==> src/rtl/pwm_audio_pkg.sv <==
// rtl/pwm_audio_pkg.sv - shared ramp state type, default period constants and level conversion
// for pwm_audio_out.
package pwm_audio_pkg;

  typedef enum logic [1:0] {
    UNMUTED   = 2'd0,
    RAMP_DOWN = 2'd1,
    MUTED     = 2'd2,
    RAMP_UP   = 2'd3
  } ramp_state_t;

  localparam int DEF_PWM_WIDTH = 8;
  localparam int PERIOD        = 2 ** DEF_PWM_WIDTH;
  localparam int MIDSCALE      = PERIOD / 2;

  // Signed scaled sample -> offset-binary PWM level: inverted sign bit on top,
  // followed by the next pwm_width-1 magnitude bits.
  function automatic logic [31:0] to_offset_level(input logic [63:0] scaled,
                                                  input int in_width,
                                                  input int pwm_width);
    logic [63:0] shifted;
    logic [63:0] mask;
    logic [63:0] sign_bit;
    logic [31:0] lvl;
    shifted  = scaled >> (in_width - pwm_width);
    mask     = (64'd1 << (pwm_width - 1)) - 64'd1;
    sign_bit = (scaled >> (in_width - 1)) & 64'd1;
    lvl      = shifted[31:0] & mask[31:0];
    if (sign_bit == 64'd0) begin
      lvl = lvl | (32'd1 << (pwm_width - 1));
    end
    return lvl;
  endfunction

endpackage

==> src/rtl/pwm_audio_chan.sv <==
// rtl/pwm_audio_chan.sv - one PWM channel: volume shift, shadow/active level registers and
// the duty comparator.
module pwm_audio_chan
  import pwm_audio_pkg::*;
#(
  parameter int IN_WIDTH  = 16,
  parameter int PWM_WIDTH = DEF_PWM_WIDTH,
  parameter int SH_W      = 4
) (
  input  logic                 clk,
  input  logic                 rst_n,
  input  logic [IN_WIDTH-1:0]  sample,
  input  logic [SH_W-1:0]      shift,
  input  logic                 capture,
  input  logic                 transfer,
  input  logic                 force_mid,
  input  logic [PWM_WIDTH-1:0] count,
  output logic                 pwm
);

  localparam logic [PWM_WIDTH-1:0] MID_LEVEL = {1'b1, {(PWM_WIDTH-1){1'b0}}};

  logic signed [IN_WIDTH-1:0] scaled;
  logic [PWM_WIDTH-1:0]       level;
  logic [PWM_WIDTH-1:0]       shadow;
  logic [PWM_WIDTH-1:0]       active;

  always_comb begin
    scaled = $signed(sample) >>> shift;
    level  = PWM_WIDTH'(to_offset_level(64'(scaled), IN_WIDTH, PWM_WIDTH));
  end

  // The active level only changes at the period boundary, so a duty cycle is never split.
  always_ff @(posedge clk) begin
    if (!rst_n) begin
      shadow <= MID_LEVEL;
      active <= MID_LEVEL;
      pwm    <= 1'b0;
    end else begin
      if (capture) begin
        shadow <= level;
      end
      if (transfer) begin
        active <= force_mid ? MID_LEVEL : shadow;
      end
      pwm <= (count < active);
    end
  end

endmodule

==> src/rtl/pwm_audio_out.sv <==
// rtl/pwm_audio_out.sv - multi-channel PWM audio output stage with volume, mute and overrun.
// Define SOFT_MUTE_EN for a ramped (stepwise attenuated) mute instead of an immediate one.
module pwm_audio_out
  import pwm_audio_pkg::*;
#(
  parameter int IN_WIDTH     = 16,
  parameter int PWM_WIDTH    = DEF_PWM_WIDTH,
  parameter int NUM_CH       = 2,
  parameter int VOL_WIDTH    = 3,
  parameter int RAMP_PERIODS = 64
) (
  input  logic                       clk_in,
  input  logic                       rst_n_in,
  input  logic [NUM_CH*IN_WIDTH-1:0] sample_in,
  input  logic                       sample_valid_in,
  input  logic [VOL_WIDTH-1:0]       vol_in,
  input  logic                       mute_in,
  output logic [NUM_CH-1:0]          pwm_out,
  output logic                       period_start_out,
  output logic                       overrun_out,
  output logic                       mute_active_out
);

  localparam int                   MAX_VOL = 2 ** VOL_WIDTH - 1;
  localparam int                   SH_W    = $clog2(IN_WIDTH);
  localparam logic [PWM_WIDTH-1:0] CNT_MAX = '1;

  if (PWM_WIDTH > IN_WIDTH || PWM_WIDTH < 2 || RAMP_PERIODS < 1) begin : g_bad_params
    $error("pwm_audio_out: invalid PWM_WIDTH/IN_WIDTH/RAMP_PERIODS combination");
  end

  logic [PWM_WIDTH-1:0] count;
  logic                 transfer;
  logic                 shadow_full;
  logic                 force_mid;
  logic                 mute_active;
  logic [SH_W-1:0]      att;
  logic [SH_W-1:0]      shift;
  int                   shift_sum;

  assign transfer        = (count == CNT_MAX);
  assign mute_active_out = mute_active;

  always_ff @(posedge clk_in) begin
    if (!rst_n_in) begin
      count            <= '0;
      period_start_out <= 1'b0;
      shadow_full      <= 1'b0;
      overrun_out      <= 1'b0;
    end else begin
      count            <= count + PWM_WIDTH'(1);
      period_start_out <= transfer;
      // A capture in the transfer cycle wins: it waits in the shadow for the next period.
      if (sample_valid_in) begin
        shadow_full <= 1'b1;
        if (shadow_full) begin
          overrun_out <= 1'b1;
        end
      end else if (transfer) begin
        shadow_full <= 1'b0;
      end
    end
  end

`ifdef SOFT_MUTE_EN
  localparam int RC_W = (RAMP_PERIODS > 1) ? $clog2(RAMP_PERIODS) : 1;

  ramp_state_t     state;
  logic [RC_W-1:0] ramp_cnt;
  logic            ramping;
  logic            ramp_step;

  assign ramping     = (state == RAMP_DOWN) || (state == RAMP_UP);
  assign ramp_step   = transfer && (ramp_cnt == RC_W'(RAMP_PERIODS - 1));
  assign mute_active = (state == MUTED);
  assign force_mid   = (state == MUTED);

  always_ff @(posedge clk_in) begin
    if (!rst_n_in) begin
      state    <= UNMUTED;
      att      <= '0;
      ramp_cnt <= '0;
    end else begin
      if (!ramping) begin
        ramp_cnt <= '0;
      end else if (transfer) begin
        ramp_cnt <= ramp_step ? '0 : ramp_cnt + RC_W'(1);
      end
      // Direction reversals keep the current attenuation and continue from there.
      case (state)
        UNMUTED: begin
          if (mute_in) state <= RAMP_DOWN;
        end
        RAMP_DOWN: begin
          if (!mute_in) begin
            state <= RAMP_UP;
          end else if (ramp_step) begin
            att <= att + SH_W'(1);
            if (att == SH_W'(IN_WIDTH - 2)) state <= MUTED;
          end
        end
        MUTED: begin
          if (!mute_in) state <= RAMP_UP;
        end
        RAMP_UP: begin
          if (mute_in) begin
            state <= RAMP_DOWN;
          end else if (att == '0) begin
            state <= UNMUTED;
          end else if (ramp_step) begin
            att <= att - SH_W'(1);
            if (att == SH_W'(1)) state <= UNMUTED;
          end
        end
        default: state <= UNMUTED;
      endcase
    end
  end
`else
  assign att       = '0;
  assign force_mid = mute_in;

  always_ff @(posedge clk_in) begin
    if (!rst_n_in) begin
      mute_active <= 1'b0;
    end else if (transfer) begin
      mute_active <= mute_in;
    end
  end
`endif

  always_comb begin
    shift_sum = MAX_VOL - int'(vol_in) + int'(att);
    if (shift_sum > IN_WIDTH - 1) begin
      shift_sum = IN_WIDTH - 1;
    end
    shift = SH_W'(shift_sum);
  end

  for (genvar c = 0; c < NUM_CH; c++) begin : g_chan
    pwm_audio_chan #(
      .IN_WIDTH (IN_WIDTH),
      .PWM_WIDTH(PWM_WIDTH),
      .SH_W     (SH_W)
    ) u_chan (
      .clk      (clk_in),
      .rst_n    (rst_n_in),
      .sample   (sample_in[c*IN_WIDTH +: IN_WIDTH]),
      .shift    (shift),
      .capture  (sample_valid_in),
      .transfer (transfer),
      .force_mid(force_mid),
      .count    (count),
      .pwm      (pwm_out[c])
    );
  end

endmodule
==> config.mk <==
export PLATFORM = sky130hd
export DESIGN_NAME = pwm_audio_out
export DESIGN_NICKNAME = d
export VERILOG_FILES = /design/src/rtl/pwm_audio_pkg.sv /design/src/rtl/pwm_audio_chan.sv /design/src/rtl/pwm_audio_out.sv
export SDC_FILE = /design/constraint.sdc
export NUM_CORES = 1
export LEC_CHECK = 0
export CAP_MARGIN = 30
export CORE_MARGIN = 8
export CORE_UTILIZATION = 40
export DETAILED_ROUTE_END_ITERATION = 10
export GPL_TIMING_DRIVEN = 0
export PLACE_DENSITY = 0.61
export SYNTH_ARGS = -nofsm -noshare
export SYNTH_HDL_FRONTEND = slang
export SYNTH_SLANG_ARGS = --single-unit
==> constraint.sdc <==
create_clock -name clk_in -period 3 [get_ports clk_in]
set_input_delay 0.6 -clock clk_in [delete_from_list [all_inputs] [get_ports clk_in]]
set_output_delay 0.6 -clock clk_in [all_outputs]
set_load 0.02 [all_outputs]
==> reports/metrics.yaml <==
pwr:
  vdd_drop_max_mv: 0.262
  leakagePower_uw: 0.00117
  power_density_mw_per_mm2: 402
route:
  ant_nets: 0
  routed_wl_mm: 5.34
  drt_iter0_drc: 85
  via_per_inst: 5.18
  routed-via-count: 1994
  drt-wirelength-per-cell_um: 13.9
  remaining_drc_errors: 0
  dr.pass1.iters: 4
floorplan:
  num_rows: 29
  die-height_um: 96.4
  core_area_mm2: 0.00631
  die_w_um: 96.4
  die_area_mm2: 0.00928
  start_util: 0.409
  io_pins: 44
cells_and_area:
  layout_commonest_cell: "dfxtp_1"
  syn_to_final_growth_pct: 17.1
  drive_above_1_share: 0.0812
  antenna_cells: 0
  nets: 361
  final_cell_mix: "dfxtp_1, nand2_1, clkdlybuf4s50_1, o21ai_0, nand3b_1"
  final_design_area_no_fill_mm2: 0.00302
cts:
  clk_pin_slew_ns: 0.09
  clk_latency_ns: 0.30
  cts_resized: 0
  root_buffer: "clkbuf_8"
  cts_tree: "built"
  cts_setup_buffers: 0
  cts_htree_levels: 2
  cts_buffer_depth: 2
  ctsHoldBuffers: 0
  cts_buffers: 5
  numClockSinks: 46
worst_setup_path:
  startpoint_type: "input port"
  cp-end-kind: "register"
  path_max_fanout: 10
  critical_path_class: "in -> reg"
  critPathRequiredTime_ns: 3.20
  cp.arrival_ns: 2.20
synth:
  syn-cell-area_mm2: 0.00258
  seq_area_frac_synth: 0.357
  synth_flop_cell: "dfxtp_1"
  yosys_warnings: 0
  syn-num-nets: 329
  ys_types: 38
  syn_inst: 275
  postSynthAreaPerCell_um2: 9.39
  ys_async_sr_fraction: 0
  synth-edff-count: 0
  synth_seq_cells: 46
place:
  dpl.hpwl_mm: 4.13
  pre_cts_ws_ns: 0.692
  port_buffers: 25
  place.gp.congestion: 0.756
  place_area_mm2: 0.00293
sta:
  tns_ns: 0
  layout_min_cycle_time_ns: 2.00
  min_period_over_period: 0.666
  max_slew.worst_pin.slew_ns: 0.527
  hold_violations: 0
  drv_slew: 0
  clock_skew_ns: 0.00659
  rsz0062_at_grt: "false"
  max_slew_margin: 0.649
  hold_ws_ns: 0.455
  fin_ws_ns: 1.00
  fmax_mhz: 500
  setup_violations: 0
global_routing:
  grt_pass1_wl_mm: 9.11
  track_usage: 0.123
  grt_overflow: 0
  antenna_found_initial: 0
  grt_max_degree: 17
  grt_pass1_vias: 1961
outcome:
  status: "completed"
min_path:
  hp-class: "reg -> reg"
run:
  timing.max_cap.violations: 0
## synthesized netlist by cell type (2+ instances only)
library cell	count	area share
mux4_1	8	0.081
nand2b_1	4	0.0097
dfxtp_1	46	0.36
clkbuf_1	9	0.013
and2_1	6	0.015
or3_1	2	0.0048
nor2_1	5	0.0073
a211oi_1	3	0.0087
o21a_1	2	0.0058
xnor2_1	3	0.010
nand2_1	35	0.051
mux4_2	3	0.026
inv_1	15	0.022
a21oi_1	15	0.029
ha_1	15	0.073
a31oi_1	6	0.015
buf_2	5	0.0097
o21ai_0	20	0.039
buf_4	3	0.0087
nand3_1	5	0.0097
a21boi_1	10	0.029
mux2i_1	8	0.031
a211o_1	2	0.0068
buf_6	2	0.0087
a21boi_0	7	0.020
a41oi_1	2	0.0068
nor2b_1	5	0.012
nand3b_1	18	0.052
nor3_1	2	0.0039
## cell families after synthesis
logic type                 after synthesis  share of synthesized area
and+or+nand+nor                         87                      0.182
buffers and inverters                   35                     0.0698
adders and majority gates               15                     0.0727
DFF                                     46                      0.357
AOI/OAI and AO/OA                       69                      0.167
muxes                                   19                      0.139
xor gates and xnor gates                 4                     0.0136
## flip-flops by register name, summed over array words and instances, names as in the netlist
| register | count |
|---|---|
| g_chan.u_chan.active | 16 |
| g_chan.u_chan.shadow | 16 |
| shadow_full | 1 |
| g_chan.u_chan.pwm | 2 |
| count | 8 |
| overrun_out | 1 |
| mute_active_out | 1 |
| period_start_out | 1 |
## worst max-delay path, stage by stage
cell and delay, ns:
clkdlybuf4s50_1 0.60, clkbuf_1 0.36, clkbuf_1 0.39, nand2_1 0.12, o211a_1 0.13
## power breakdown
group / total, uW / leakage (uW) / switching, uW / internal [uW]
Sequential: 649 / 0.000376 / 15.8 / 633
Clock: 392 / 0.0000447 / 223 / 168
Combinational: 174 / 0.000750 / 78.3 / 96.2
Total: 1210 / 0.00117 / 317 / 897
## layout make-up
type	count	area, um2
fillers	617	3290
multi-input cells	194	1480
flip-flops and latches	46	921
repair buffers	25	250
plain buffers	20	124
well taps	77	96.3
clock buffers	5	68.8
inverters	15	56.3
clock inverters	3	25.0
## stage by stage
step	power, uW	cells	utilization
4_1_cts	1230	385	0.479
5_1_grt	1280	385	0.479
3_5_place_dp	838	377	0.464
6_report	1210	385	0.479
3_3_place_gp	836	377	0.464
2_1_floorplan	771	275	-
## layer usage
metal	track usage	wire length [um]
met5	0	0
met3	0.0242	173
met1	0.155	2560
met4	0.0340	57
met2	0.208	2550
## final timing paths
| path | from | to | slack (ns) | cells after the start |
|---|---|---|---|---|
| max | sample_valid_in | g_chan[1].u_chan.shadow[6] | 1.00 | 5 |
| min | g_chan[0].u_chan.active[3] | g_chan[0].u_chan.active[3] | 0.45 | 2 |
| max reg2reg | count[1] | g_chan[0].u_chan.active[6] | 1.32 | 7 |
| min reg2reg | g_chan[0].u_chan.active[3] | g_chan[0].u_chan.active[3] | 0.45 | 2 |
(Power assumes the default switching activity.)
